===== src/rtl/conv_mac_core_if.sv =====
// Sample/coefficient/result bundle for conv_mac_core.
// The master side drives window slices and coefficient updates; the slave side is the core.
interface conv_mac_core_if #(
    parameter int N  = 3,
    parameter int DW = 9,
    parameter int KW = 3,
    parameter int OW = 16
);
    localparam int AW = (N > 1) ? $clog2(N) : 1;

    logic [N*DW-1:0]        data;
    logic                   data_de;
    logic                   abs_en;
    logic                   k_we;
    logic [AW-1:0]          k_addr;
    logic signed [KW-1:0]   k_data;
    logic                   k_commit;
    logic                   k_pending;
    logic signed [OW-1:0]   res;
    logic                   res_de;
    logic                   res_sat;

    modport master (
        output data, data_de, abs_en, k_we, k_addr, k_data, k_commit,
        input  k_pending, res, res_de, res_sat
    );

    modport slave (
        input  data, data_de, abs_en, k_we, k_addr, k_data, k_commit,
        output k_pending, res, res_de, res_sat
    );
endinterface


===== src/rtl/conv_mac_core.sv =====
// N-tap signed multiply-accumulate core: registered products, registered binary
// adder tree, then optional |x|, round-half-up shift and saturation.
// Coefficients are written to a shadow bank and copied to the active bank only
// on a cycle with data_de low, so a burst always sees one coherent set.
module conv_mac_core #(
    parameter int N     = 3,
    parameter int DW    = 9,
    parameter int KW    = 3,
    parameter int OW    = 16,
    parameter int SHIFT = 0
) (
    input logic              clk,
    input logic              rst_n,
    conv_mac_core_if.slave   bus
);
    localparam int LV = (N > 1) ? $clog2(N) : 0;
    localparam int NP = 1 << LV;
    localparam int PW = DW + KW;
    localparam int SW = PW + LV;
    localparam int L  = LV + 2;
    // Wide enough for |sum| plus rounding, and always wider than OW so the
    // saturation compare is exact.
    localparam int WW = ((SW + 2 > OW) ? SW + 2 : OW) + 1;

    localparam logic signed [WW-1:0] RND  = (SHIFT > 0) ? (WW'(1) <<< ((SHIFT > 0) ? SHIFT - 1 : 0)) : '0;
    localparam logic signed [WW-1:0] SMAX = {{(WW-OW+1){1'b0}}, {(OW-1){1'b1}}};
    localparam logic signed [WW-1:0] SMIN = {{(WW-OW+1){1'b1}}, {(OW-1){1'b0}}};

    logic signed [DW-1:0] tap          [N];
    logic signed [KW-1:0] k_shadow     [N];
    logic signed [KW-1:0] k_shadow_nxt [N];
    logic signed [KW-1:0] k_active     [N];
    logic                 pending;
    logic                 commit_go;

    // Heap-ordered tree: node[0] is the root, leaves sit at NP-1 .. 2*NP-2.
    logic signed [SW-1:0] node [2*NP-1];

    logic [L-2:0]         de_sr;
    logic [L-2:0]         abs_sr;

    logic signed [SW:0]   sum_ext;
    logic signed [SW:0]   mag;
    logic signed [WW-1:0] wide;
    logic signed [WW-1:0] rounded;
    logic                 over;
    logic                 under;
    logic signed [OW-1:0] sat_val;

    for (genvar i = 0; i < N; i++) begin : g_tap
        assign tap[i] = bus.data[i*DW +: DW];
    end

    // Shadow bank including this cycle's write, so a same-cycle commit sees it.
    always_comb begin
        for (int i = 0; i < N; i++) begin
            k_shadow_nxt[i] = k_shadow[i];
            if (bus.k_we && (int'(bus.k_addr) == i)) begin
                k_shadow_nxt[i] = bus.k_data;
            end
        end
    end

    assign commit_go = (pending | bus.k_commit) & ~bus.data_de;

    // Coefficient banks and pending-commit flag; commits only land while data_de is low.
    always_ff @(posedge clk) begin
        if (!rst_n) begin
            for (int i = 0; i < N; i++) begin
                k_shadow[i] <= '0;
                k_active[i] <= '0;
            end
            pending <= 1'b0;
        end else begin
            for (int i = 0; i < N; i++) begin
                k_shadow[i] <= k_shadow_nxt[i];
            end
            if (commit_go) begin
                for (int i = 0; i < N; i++) begin
                    k_active[i] <= k_shadow_nxt[i];
                end
                pending <= 1'b0;
            end else if (bus.k_commit) begin
                pending <= 1'b1;
            end
        end
    end

    assign bus.k_pending = pending;

    for (genvar i = 0; i < NP; i++) begin : g_leaf
        if (i < N) begin : g_mul
            // Product register for one tap; idle slots carry zero into the tree.
            always_ff @(posedge clk) begin
                if (!rst_n) begin
                    node[NP-1+i] <= '0;
                end else if (bus.data_de) begin
                    node[NP-1+i] <= SW'(tap[i]) * SW'(k_active[i]);
                end else begin
                    node[NP-1+i] <= '0;
                end
            end
        end else begin : g_pad
            // Padding leaf for non-power-of-two N; the lone operand then passes through as x+0.
            always_ff @(posedge clk) begin
                node[NP-1+i] <= '0;
            end
        end
    end

    for (genvar k = 0; k < NP - 1; k++) begin : g_add
        // One registered adder of the tree, full SW precision.
        always_ff @(posedge clk) begin
            if (!rst_n) begin
                node[k] <= '0;
            end else begin
                node[k] <= node[2*k+1] + node[2*k+2];
            end
        end
    end

    // Valid and abs-mode flags travel alongside the samples up to the output stage.
    always_ff @(posedge clk) begin
        if (!rst_n) begin
            de_sr  <= '0;
            abs_sr <= '0;
        end else begin
            de_sr[0]  <= bus.data_de;
            abs_sr[0] <= bus.abs_en;
            for (int j = 1; j < L - 1; j++) begin
                de_sr[j]  <= de_sr[j-1];
                abs_sr[j] <= abs_sr[j-1];
            end
        end
    end

    // Post-processing: |sum|, round-half-up arithmetic shift, saturate.
    always_comb begin
        sum_ext = {node[0][SW-1], node[0]};
        mag     = sum_ext;
        if (abs_sr[L-2] && sum_ext[SW]) begin
            mag = -sum_ext;
        end
        wide    = WW'(mag);
        rounded = (wide + RND) >>> SHIFT;
        over    = (rounded > SMAX);
        under   = (rounded < SMIN);
        sat_val = rounded[OW-1:0];
        if (over) begin
            sat_val = SMAX[OW-1:0];
        end else if (under) begin
            sat_val = SMIN[OW-1:0];
        end
    end

    // Output register; data and saturation flag are held at zero when not valid.
    always_ff @(posedge clk) begin
        if (!rst_n) begin
            bus.res     <= '0;
            bus.res_de  <= 1'b0;
            bus.res_sat <= 1'b0;
        end else begin
            bus.res_de  <= de_sr[L-2];
            bus.res     <= de_sr[L-2] ? sat_val : '0;
            bus.res_sat <= de_sr[L-2] & (over | under);
        end
    end
endmodule


===== src/flat_wrapper.sv =====
// flat-port wrapper written by rule: the top's interface ports become plain ports
module conv_mac_core_flat 
#(
    parameter int N     = 3,
    parameter int DW    = 9,
    parameter int KW    = 3,
    parameter int OW    = 16,
    parameter int SHIFT = 0
)
  (clk, rst_n, bus_data, bus_data_de, bus_abs_en, bus_k_we, bus_k_addr, bus_k_data, bus_k_commit, bus_k_pending, bus_res, bus_res_de, bus_res_sat);
  conv_mac_core_if #(.N(N), .DW(DW), .KW(KW), .OW(OW)) bus_i ();
  input logic clk;
  input logic rst_n;
  input wire logic [$bits(bus_i.data)-1:0] bus_data;
  input wire logic [$bits(bus_i.data_de)-1:0] bus_data_de;
  input wire logic [$bits(bus_i.abs_en)-1:0] bus_abs_en;
  input wire logic [$bits(bus_i.k_we)-1:0] bus_k_we;
  input wire logic [$bits(bus_i.k_addr)-1:0] bus_k_addr;
  input wire logic [$bits(bus_i.k_data)-1:0] bus_k_data;
  input wire logic [$bits(bus_i.k_commit)-1:0] bus_k_commit;
  output wire logic [$bits(bus_i.k_pending)-1:0] bus_k_pending;
  output wire logic [$bits(bus_i.res)-1:0] bus_res;
  output wire logic [$bits(bus_i.res_de)-1:0] bus_res_de;
  output wire logic [$bits(bus_i.res_sat)-1:0] bus_res_sat;
  assign bus_i.data = bus_data;
  assign bus_i.data_de = bus_data_de;
  assign bus_i.abs_en = bus_abs_en;
  assign bus_i.k_we = bus_k_we;
  assign bus_i.k_addr = bus_k_addr;
  assign bus_i.k_data = bus_k_data;
  assign bus_i.k_commit = bus_k_commit;
  assign bus_k_pending = bus_i.k_pending;
  assign bus_res = bus_i.res;
  assign bus_res_de = bus_i.res_de;
  assign bus_res_sat = bus_i.res_sat;
  conv_mac_core #(.N(N), .DW(DW), .KW(KW), .OW(OW), .SHIFT(SHIFT)) u_core (.clk(clk), .rst_n(rst_n), .bus(bus_i));
endmodule

===== config.mk =====
export PLATFORM = sky130hd
export DESIGN_NAME = conv_mac_core_flat
export DESIGN_NICKNAME = d
export VERILOG_FILES = /design/src/rtl/conv_mac_core_if.sv /design/src/rtl/conv_mac_core.sv /design/src/flat_wrapper.sv
export SDC_FILE = /design/constraint.sdc
export NUM_CORES = 1
export LEC_CHECK = 0
export ABC_AREA = 1
export CAP_MARGIN = 30
export CORE_AREA = 4 4 220 158
export CTS_CLUSTER_DIAMETER = 120
export DETAILED_ROUTE_END_ITERATION = 10
export DIE_AREA = 0 0 224 162
export HOLD_SLACK_MARGIN = 0.12
export SYNTH_ARGS = -nofsm -noshare
export SYNTH_HDL_FRONTEND = slang
export SYNTH_SLANG_ARGS = --single-unit

===== constraint.sdc =====
create_clock -name clk -period 8.45 [get_ports clk]
set_input_delay 1.69 -clock clk [delete_from_list [all_inputs] [get_ports clk]]
set_output_delay 1.69 -clock clk [all_outputs]
set_load 0.005 [all_outputs]

* Word level (Yosys, flattened, before mapping)
Memories as Yosys holds them, arrays and structs flattened. Cells that the tools add are included. Widths: inputs -> output; s select.
Word-level totals: bits of input ports 38, bits in latches 0, bits in writable memories 116, memories kept 3, ROM bits 0, bits in registers 25
Cells by class: multiplexer cells 32, $lt $le $gt $ge 2, shift operators 0, reduce and logical (&&, ||, !) cells 8, equal/unequal tests 2, bitwise operators 22, divide/modulo/power cells 0, multiply operators 3, add/sub/neg operators 4
Memories:
- u_core.node | depth 7, width 14, read ports 7, clocked after memory_dff 0, wr ports 7, line conv_mac_core.sv:37 | logic signed [SW-1:0] node [2*NP-1];
- u_core.k_active | depth 3, width 3, read ports 3, clocked after memory_dff 0, wr ports 3, line conv_mac_core.sv:32 | logic signed [KW-1:0] k_active [N];
- u_core.k_shadow | depth 3, width 3, read ports 3, clocked after memory_dff 0, wr ports 3, line conv_mac_core.sv:30 | logic signed [KW-1:0] k_shadow [N];
Operators with widths (number):
- $mux 14 | 9
- $add 14x14->14 | 3
- $mul 9x3->12 | 3
- $mux 15 | 2
- $mux 3 | 9
- $or 1x1->1 | 17
- $gt 15x16->1 const B | 1
- $lt 15x16->1 const B | 1
- $mux 16 | 1
- $neg 14->15 | 1
- $mux 1 | 11
- $eq 2x2->1 const B | 2
- $logic_and 1x1->1 | 4
- $not 1->1 | 3
- $reduce_or 3->1 | 1
- $and 1x1->1 | 2
- $logic_not 2->1 | 1
- $reduce_and 2->1 | 1
- $reduce_or 2->1 | 1

* Depth between registers and ports, before layout
word-level depth 6, depth in mapped cells 16, mapped depth without buffers 15

* Least setup slack after synthesis
No wires, ideal clock.
path type in2reg, start input port bus_data[9], end memory u_core.node[1][13] (netlist name) (data pin), buffers on the path 0, setup slack 4.227 ns, data arrival time 3.968 ns, library setup time 0.255 ns, stages 12, cells stage by stage or2_2 fa_1 inv_1 fa_1 ha_1 fa_1 nand2_1 nand3_1 nand3_1 nand3_1 nand2_1 nor2_1
RTL lines:
- start, declared | line flat_wrapper.sv:14 | input wire logic [$bits(bus_i.data)-1:0] bus_data;
- end, declared | line conv_mac_core.sv:37

==> metrics.txt <==
Placed Cells=1,596; final standard cell count with taps included and fillers excluded=1,628; Final Power=0.00167 W; Synth top cells by count=281 x sky130_fd_sc_hd__nand2_1, 215 x sky130_fd_sc_hd__inv_1, 145 x sky130_fd_sc_hd__nor2_1, 80 x sky130_fd_sc_hd__ha_1, 74 x sky130_fd_sc_hd__dfxtp_1; Sum Neg Setup Slack=0 ps; count of input and output buffers=56; Post-Synthesis Mean Instance Area=7.43 sq um; number of register bits inferred by synthesis=119; combined area of all synthesized cells=0.00806 sq mm; highest routing layer actually used=met4; routed wire length on met2=6850 um; buffer cell driving the clock tree root=sky130_fd_sc_hd__clkbuf_16; slowest library cell on the worst path=sky130_fd_sc_hd__fa_1; proportion of layout cells with a drive suffix above 1=4.53%; main flop type after synthesis=sky130_fd_sc_hd__dfxtp_1; routed wl met3=689 um; max-cap viol count=0; HPWL after detailed placement=13,300 um; DRC=0; count of H-tree levels built during CTS=4; via count=6,467; sequential cell area fraction in the yosys report=35.2%; via density per instance=3.97; number of buffers inserted to repair setup after CTS=0; initial antenna violation count=0; clock-pin slew of the registers on the worst-case setup and hold paths=60 ps; Critical Path Max Stage Delay=550 ps; number of standard cells after synthesis=1,085; clock tree from TritonCTS=built; wire length per cell after detailed routing=10.2 um; via count of the first global-routing pass=6,105; count of instances resized after the clock tree is built=0; clock latency of the later-clocked register in the worst-skew pair=430 ps; worst-case clock skew=9.96 ps; Post-synth EDFFs=45; leakage power total=5.20 nW; Total Die Area=0.0363 sq mm; share of the clock period used by the worst path=52.5%; Final Wtd Congestion=0.845; floorplan core area=0.0329 sq mm; area occupied by multi-input gates=0.00445 sq mm; setup repair after global routing missed its margin=false; relative area change from synthesis to final layout=21.7%; Data arrival, critical path=4630 ps; power per standard cell area=170 mW/mm^2; initial drt markers=359; dominant cells by area after synthesis=sky130_fd_sc_hd__dfxtp_1 18%, sky130_fd_sc_hd__edfxtp_1 17%, sky130_fd_sc_hd__nand2_1 13%, sky130_fd_sc_hd__ha_1 12%, sky130_fd_sc_hd__inv_1 10%; Horiz. Die Dim=224 um; post-route met1 wirelength=8860 um; worst-path fanout max=3; global-route wire length before repair=28,500 um; number of hold buffers added after CTS=0; element type at the critical path end=flop; cell row count=56; die outline height=162 um; fraction of post-synthesis cell area in the top cell type by area=18.4%; maximum clock frequency=0.225 GHz; status=complete, no violations; largest net degree at the start of global routing=48; number of buffers on the longest clock path=2; synthesis warning total=0; Starting Density=24.5%; summed area of non-filler cells in the final layout=0.00981 sq mm; worst path cell trace=clkdlybuf4s50_1 > or2_2 > fa_1 > inv_1 > fa_1 > ha_1 > fa_1 > nand2_1 > nand3_1 > nand3_1 > nand3_1 > nand2_1 > nor2_1; # setup viols final=0; post-synth top area cell=sky130_fd_sc_hd__dfxtp_1; Relative slew margins=62.9%; number of nets with antenna violations after routing=0; total clock sinks=119; clock period minus worst slack=4440 ps; remaining global-route overflow=0; placement-stage cell area=0.00922 sq mm; number of diodes added for antenna fixing=0; routed wire length=16,600 um; Detailed Routing Iterations Pass 1=5; Crit Path Category=input pin to flop; total area of sequential cells=0.00283 sq mm; cell with the most instances after synthesis=sky130_fd_sc_hd__nand2_1; Max Transition Viols Final=0; maximum ir drop on the vdd rail=0.0849 mV; Worst setup SP type=input pin; number of distinct standard cells referenced by the synthesized netlist=40; number of fill cells=3,537; IO Count=57; hold violation count in the final report=0; slew at the pin closest to its max-slew limit=551 ps; fraction of registers with async set or reset after synthesis=0%; overall fraction of global-route tracks in use=9.63%; path class of the lowest-slack min-delay path=flop to flop; required time at the worst-slack endpoint=8640 ps; clock buffers created by TritonCTS=17; count of nets after finishing=1,330
## per-stage QoR
step | worst slack, ps | util [%] | hold WS, ps
2_1_floorplan | 4230 | - | 390
3_3_place_gp | 3630 | 28.1 | 396
3_5_place_dp | 3590 | 28.1 | 396
4_1_cts | 4050 | 29.8 | 409
5_1_grt | 3850 | 29.8 | 426
6_report | 4010 | 29.8 | 409
## cells in the final DEF, fill, tap and decap left out, types with 3 or more instances in the layout
cell	synthesis	routed
sky130_fd_sc_hd__nand2_1	281	281
sky130_fd_sc_hd__inv_1	215	215
sky130_fd_sc_hd__nor2_1	145	145
sky130_fd_sc_hd__ha_1	80	80
sky130_fd_sc_hd__dfxtp_1	74	74
sky130_fd_sc_hd__a21oi_1	58	58
sky130_fd_sc_hd__clkdlybuf4s50_1	0	56
sky130_fd_sc_hd__nand3_1	49	49
sky130_fd_sc_hd__edfxtp_1	45	45
sky130_fd_sc_hd__conb_1	2	37
sky130_fd_sc_hd__o21ai_0	36	36
sky130_fd_sc_hd__fa_1	32	32
sky130_fd_sc_hd__clkbuf_16	0	18
sky130_fd_sc_hd__or2_2	9	9
sky130_fd_sc_hd__inv_6	0	6
sky130_fd_sc_hd__o21bai_1	4	4
sky130_fd_sc_hd__xnor2_1	4	4
sky130_fd_sc_hd__and2_1	4	4
sky130_fd_sc_hd__clkinv_4	0	4
sky130_fd_sc_hd__nand2_2	3	3
sky130_fd_sc_hd__xor2_1	3	3
## final cells by class
| class | count | area share, % |
|---|---|---|
| Tap cell | 435 | 5.55 |
| Clock inverter | 14 | 1.38 |
| Inverter | 218 | 8.37 |
| Timing Repair Buffer | 58 | 5.87 |
| Clock buffer | 18 | 4.59 |
| Sequential cell | 119 | 28.9 |
| Multi-Input combinational cell | 766 | 45.4 |
## kinds of logic after synthesis
family / count (synthesis) / synth area share, %
and+or+nand+nor: 501 / 25.1
buffers and inverters: 235 / 11.2
DFF: 119 / 35.2
adders and majority gates: 112 / 20.4
AOI/OAI and AO/OA: 109 / 7.31
xor gates and xnor gates: 7 / 0.761
other: 2 / 0.0932
## critical path, delay by kind of cell
kind,cells,cell delay [ps]
buf+inv,2,500
simple gates,7,910
fa+ha+maj,4,1530
## flip-flops by register name, summed over array words and instances (netlist names)
register	count
u_core.bus.res_de	1
u_core.node	76
u_core.de_sr	3
u_core.k_active	9
u_core.bus.res_sat	1
u_core.abs_sr	3
u_core.bus.k_pending	1
u_core.k_shadow	9
u_core.bus.res	16
## layer usage
metal  vias to the layer above  global-route usage, %
met5                         -                      0
met4                         0                   2.63
met3                        22                   3.18
met2                        88                   13.9
met1                      2858                   13.7
li1                       3499                      -
## power breakdown
group	leakage, nW	switching [W]	internal (W)	total [W]
sequential	1.08	0.0000218	0.000634	0.000656
clock	0.288	0.000284	0.000427	0.000711
combinational	3.84	0.000185	0.000115	0.000301
total	5.20	0.000491	0.00118	0.00167
## path summary, 6_finish.rpt
check / slack [ps] / endpoint / depth (start not counted) / start
max reg2reg: 5110 / u_core.node[1][13] / 13 / u_core.k_active[0][5]
min: 410 / u_core.de_sr[2] / 2 / u_core.de_sr[1]
min reg2reg: 410 / u_core.de_sr[2] / 2 / u_core.de_sr[1]
max: 4010 / u_core.node[1][13] / 13 / bus_data[9]
Note: power is estimated with default switching activity, not from simulation.
==> variant 1, RTL diff (same settings) <==
Make the reset (`rst_n`) asynchronous in 5 clocked blocks.
--- a/src/rtl/conv_mac_core.sv
+++ b/src/rtl/conv_mac_core.sv
@@ -65,5 +65,5 @@
 
     // Coefficient banks and pending-commit flag; commits only land while data_de is low.
-    always_ff @(posedge clk) begin
+    always_ff @(posedge clk or negedge rst_n) begin
         if (!rst_n) begin
             for (int i = 0; i < N; i++) begin
@@ -92,5 +92,5 @@
         if (i < N) begin : g_mul
             // Product register for one tap; idle slots carry zero into the tree.
-            always_ff @(posedge clk) begin
+            always_ff @(posedge clk or negedge rst_n) begin
                 if (!rst_n) begin
                     node[NP-1+i] <= '0;
@@ -111,5 +111,5 @@
     for (genvar k = 0; k < NP - 1; k++) begin : g_add
         // One registered adder of the tree, full SW precision.
-        always_ff @(posedge clk) begin
+        always_ff @(posedge clk or negedge rst_n) begin
             if (!rst_n) begin
                 node[k] <= '0;
@@ -121,5 +121,5 @@
 
     // Valid and abs-mode flags travel alongside the samples up to the output stage.
-    always_ff @(posedge clk) begin
+    always_ff @(posedge clk or negedge rst_n) begin
         if (!rst_n) begin
             de_sr  <= '0;
@@ -155,5 +155,5 @@
 
     // Output register; data and saturation flag are held at zero when not valid.
-    always_ff @(posedge clk) begin
+    always_ff @(posedge clk or negedge rst_n) begin
         if (!rst_n) begin
             bus.res     <= '0;
Formal check against the unedited RTL: differs if rst_n is asserted again (counterexample within 4 cycles, from zero or initial values and one cycle with rst_n low); with rst_n held inactive, the same outputs for 4 cycles.
==> variant 1 against the unedited design <==
- critical path depth stayed put
- first-iteration DRC count is 9.7% lower
- synthesized area is 5.2% lower
- die area stayed put
- utilization is 1.5 points lower
- sequential cell count is 2 lower
- routed wire length is 6.0% lower
- setup slack better by 0.45 ns
- highest routed layer unchanged
- via count is 12% lower
- register-to-register slack better by 0.41 ns
- final area is 5.1% lower
Power is not compared: it rests on default switching activity, and its combinational part moved more than twofold at a synthesized area within 25%.
==> variant 1: results (changes against the unedited design) <==
- Average via count per standard cell: 3.99 (+0.43%)
- Startpoint of the worst setup timing path: bus_data[11]
- Post-synth cell types: 35 (-13%)
- Status: completed
- GRT Total Usage: 9.25% (-0.38 points)
- Fraction of final layout cells with drive strength greater than 1: 6.43% (+1.9 points)
- Routability congestion estimate: 0.869 (+2.8%)
- Port Buf Inserts: 55 (-1.8%)
- GR met2 Demand/Resource: 13.1% (-0.80 points)
- Worst Hold Launch: u_core.node[24]$_DFF_PN0_
- Cell with the largest stage delay on the worst path: clkdlybuf4s50_1
- CP endpoint: u_core.node[37]$_DFF_PN0_
- Average wire per cell in the routed design: 10.9 um (+7.0%)
- Leading register cell type out of synthesis: dfrtp_1
- Number of DRC violations after detailed-routing iteration 0: 324 (-9.7%)
- Wire length of the first global-routing pass: 27500 um (-3.7%)
- FF-to-FF path depth: 12 (-1)
- Routing usage on met1: 13.9% (+0.21 points)
- Maximum number of pins on one net before global-route repair: 69 (+44%)
- Slowest stage delay, CP: 0.51 ns (-0.04 ns)
- Half-perimeter wire length of the detailed placement result: 12500 um (-6.3%)
- Vias in the first global route: 5651 (-7.4%)
- Async set-reset flop share out of synthesis: 100% (+100 points)
- Biggest regs: u_core.node x76, u_core.bus.res x15
- Filler cell count: 3499 (-1.1%)
- Hold Path Stages: 0 (-2)
- Maximum fanout encountered on the critical timing path: 4 (+1)
variant 1: worst min-delay path by stage:
stage,slack [ns],endpoint
5_1_grt,0.36,u_core.node[61]$_DFF_PN0_
3_3_place_gp,0.33,u_core.abs_sr[1]$_DFF_PN0_
2_1_floorplan,0.33,u_core.abs_sr[1]$_DFF_PN0_
6_report,0.35,u_core.node[66]$_DFF_PN0_
4_1_cts,0.35,u_core.abs_sr[1]$_DFF_PN0_
3_5_place_dp,0.33,u_core.abs_sr[1]$_DFF_PN0_
variant 1: layout make-up:
cell class	count	area [sq um]	area share (%)
clock inverter	13	181	1.95
inverter	169	637	6.84
timing repair buffer	57	563	6.05
clock buffer	19	443	4.76
multi-input combinational	620	4010	43.1
sequential	117	2930	31.5
tap	435	544	5.85
variant 1: cell families (layout without fill, tap and decap cells):
| logic type | count (synthesis) | in the layout | share of synthesized area, % |
|---|---|---|---|
| compound gates | 116 | 116 | 8.29 |
| xor+xnor | 22 | 22 | 2.52 |
| fa+ha+maj | 112 | 112 | 21.5 |
| buf+inv | 183 | 258 | 9.17 |
| flops | 117 | 117 | 38.3 |
| mux | 3 | 3 | 0.442 |
| other cells | 1 | 1 | 0.0491 |
| simple gates | 366 | 366 | 19.7 |
variant 1: worst register-to-register path, stage by stage, from the launching register on:
cell and delay, ns:
dfrtp_1 0.35, clkinv_1 0.28, nor2_1 0.24, fa_1 0.42, ha_1 0.31, ha_1 0.23, fa_1 0.42, nand3_1 0.10
nand2_1 0.10, a21oi_1 0.20, nand2_1 0.07, nand2_1 0.06, nor2_1 0.04
variant 1: metrics by stage:
stage / instances / instance area, sq um / setup slack [ns] / hold slack [ns] / power [mW]
finish: 1430 / 9310 / 4.46 / 0.346 / 2.51
global route: 1430 / 9310 / 4.27 / 0.358 / 2.74
CTS: 1430 / 9310 / 4.49 / 0.347 / 2.55
detailed placement: 1398 / 8680 / 4.03 / 0.335 / 1.77
global placement: 1398 / 8680 / 4.08 / 0.333 / 1.76
floorplan: 920 / 7640 / 4.72 / 0.331 / 1.48
variant 1: power by group through the flow:
stage | Sequential (mW) | Clock (mW) | Combinational (mW)
5_1_grt | 0.839 | 0.805 | 1.10
3_3_place_gp | 0.827 | 0 | 0.931
2_1_floorplan | 0.786 | 0 | 0.694
4_1_cts | 0.820 | 0.775 | 0.952
3_5_place_dp | 0.829 | 0 | 0.939
6_report | 0.817 | 0.754 | 0.943
variant 1: metal layers:
| metal | share of wire [%] | wire length (um) | up-vias |
|---|---|---|---|
| met3 | 3.8 | 587 | 11 |
| met1 | 55 | 8520 | 2600 |
| met4 | 0.72 | 112 | 0 |
| li1 | - | - | 2998 |
| met5 | 0 | 0 | - |
| met2 | 41 | 6360 | 96 |
==> variant 2, RTL diff (config.mk and constraints unchanged) <==
Without the edit above. `DW` is set to 9 in 3 places; all go to 18.
--- a/src/rtl/conv_mac_core_if.sv
+++ b/src/rtl/conv_mac_core_if.sv
@@ -3,5 +3,5 @@
 interface conv_mac_core_if #(
     parameter int N  = 3,
-    parameter int DW = 9,
+    parameter int DW = 18,
     parameter int KW = 3,
     parameter int OW = 16
--- a/src/rtl/conv_mac_core.sv
+++ b/src/rtl/conv_mac_core.sv
@@ -5,5 +5,5 @@
 module conv_mac_core #(
     parameter int N     = 3,
-    parameter int DW    = 9,
+    parameter int DW    = 18,
     parameter int KW    = 3,
     parameter int OW    = 16,
--- a/src/flat_wrapper.sv
+++ b/src/flat_wrapper.sv
@@ -3,5 +3,5 @@
 #(
     parameter int N     = 3,
-    parameter int DW    = 9,
+    parameter int DW    = 18,
     parameter int KW    = 3,
     parameter int OW    = 16,
Interface: changed (resized bus_data); port bits go from 57 to 84. No check against the original RTL was run, so the function may have changed too.
==> variant 2 against the unedited design <==
- power is 41% higher
- routed wire length is 94% higher
- sequential cell count is 54 higher
- synthesized area is 71% higher
- final area is 62% higher
- setup slack worse by 0.74 ns
- critical path depth is 3 higher
- global-route usage is 8.5 points higher
- critical path type unchanged
- highest routed layer unchanged
==> variant 2: results (changes against the unedited design) <==
- Maximum number of pins on one net before global-route repair: 67 (+40%)
- Clock-cell share of area: 3.73% (-2.2 points)
- Layout multi-input combinational cell count: 1369 (+79%)
- Routed met2 length: 12800 um (+86%)
- Post-place instance area: 15300 sq um (+65%)
- Routability congestion estimate: 0.890 (+5.3%)
- Worst clock skew: 0.00833 ns (-0.00163 ns)
- Num Clock Sinks: 173 (+45%)
- Filler cell count: 3265 (-7.7%)
- Clock tree buffer count of the final layout: 19 (+1)
- Vias in the first global route: 10900 (+78%)
- FF-to-FF path depth: 16 (+3)
- Adder and majority gate portion of the synthesized area: 22.4% (+2.0 points)
- Area share of xor/xnor cells in the synthesized design: 1.27% (+0.51 points)
- Share of synthesized area occupied by flip-flops and latches: 30.4% (-4.8 points)
- Met3 Wirelength: 1440 um (+110%)
- Area fraction in compound gates after synthesis: 14.9% (+7.6 points)
- Biggest regs: u_core.node x130, u_core.bus.res x16
- GR met2 Demand/Resource: 25.7% (+12 points)
- Status: completed
- Met3 track demand over resource: 2.89% (-0.29 points)
- Routing usage on met1: 29.2% (+16 points)
- Leakage power of the design: 8.26 nW (+59%)
- Plain + repair buffers: 87 (+50%)
- Worst Hold Launch: u_core.abs_sr[0]$_SDFF_PN0_
- Leading post-synthesis cells by instance count: nand2_1 (380), inv_1 (304), a21oi_1 (177), nor2_1 (165), ha_1 (152)
- Port Buf Inserts: 83 (+48%)
- Fraction of area in registers: 26.4% (-2.5 points)
- CP endpoint: u_core.node[1][15]$_SDFFCE_PP0P_
- Wire length of the first global-routing pass: 54300 um (+90%)
- Final nets: 2233 (+68%)
## variant 2: cell types whose count changed in the layout (fill, tap and decap cells not counted), moves of 16 or more
cell / delta
a21oi_1: +119
clkdlybuf4s50_1: +26
conb_1: +26
dfxtp_1: +27
edfxtp_1: +27
fa_1: +27
ha_1: +72
inv_1: +89
nand2_1: +99
nand4_1: +16
nor2_1: +20
o21ai_0: +97
or2_2: +24
## variant 2: through the flow
step	utilization (%)	setup slack, ns	std cells	hold slack, ns
finish	48.2	3.28	2405	0.413
global route	48.2	2.97	2405	0.429
CTS	48.2	3.29	2405	0.417
detailed placement	46.4	2.85	2373	0.399
global placement	46.4	2.94	2373	0.396
floorplan	-	3.78	1887	0.390
## variant 2: report_power, final
part           switching [mW]  internal (mW)
sequential             0.0449          0.934
clock                   0.360          0.424
combinational           0.365          0.217
total                   0.769           1.57
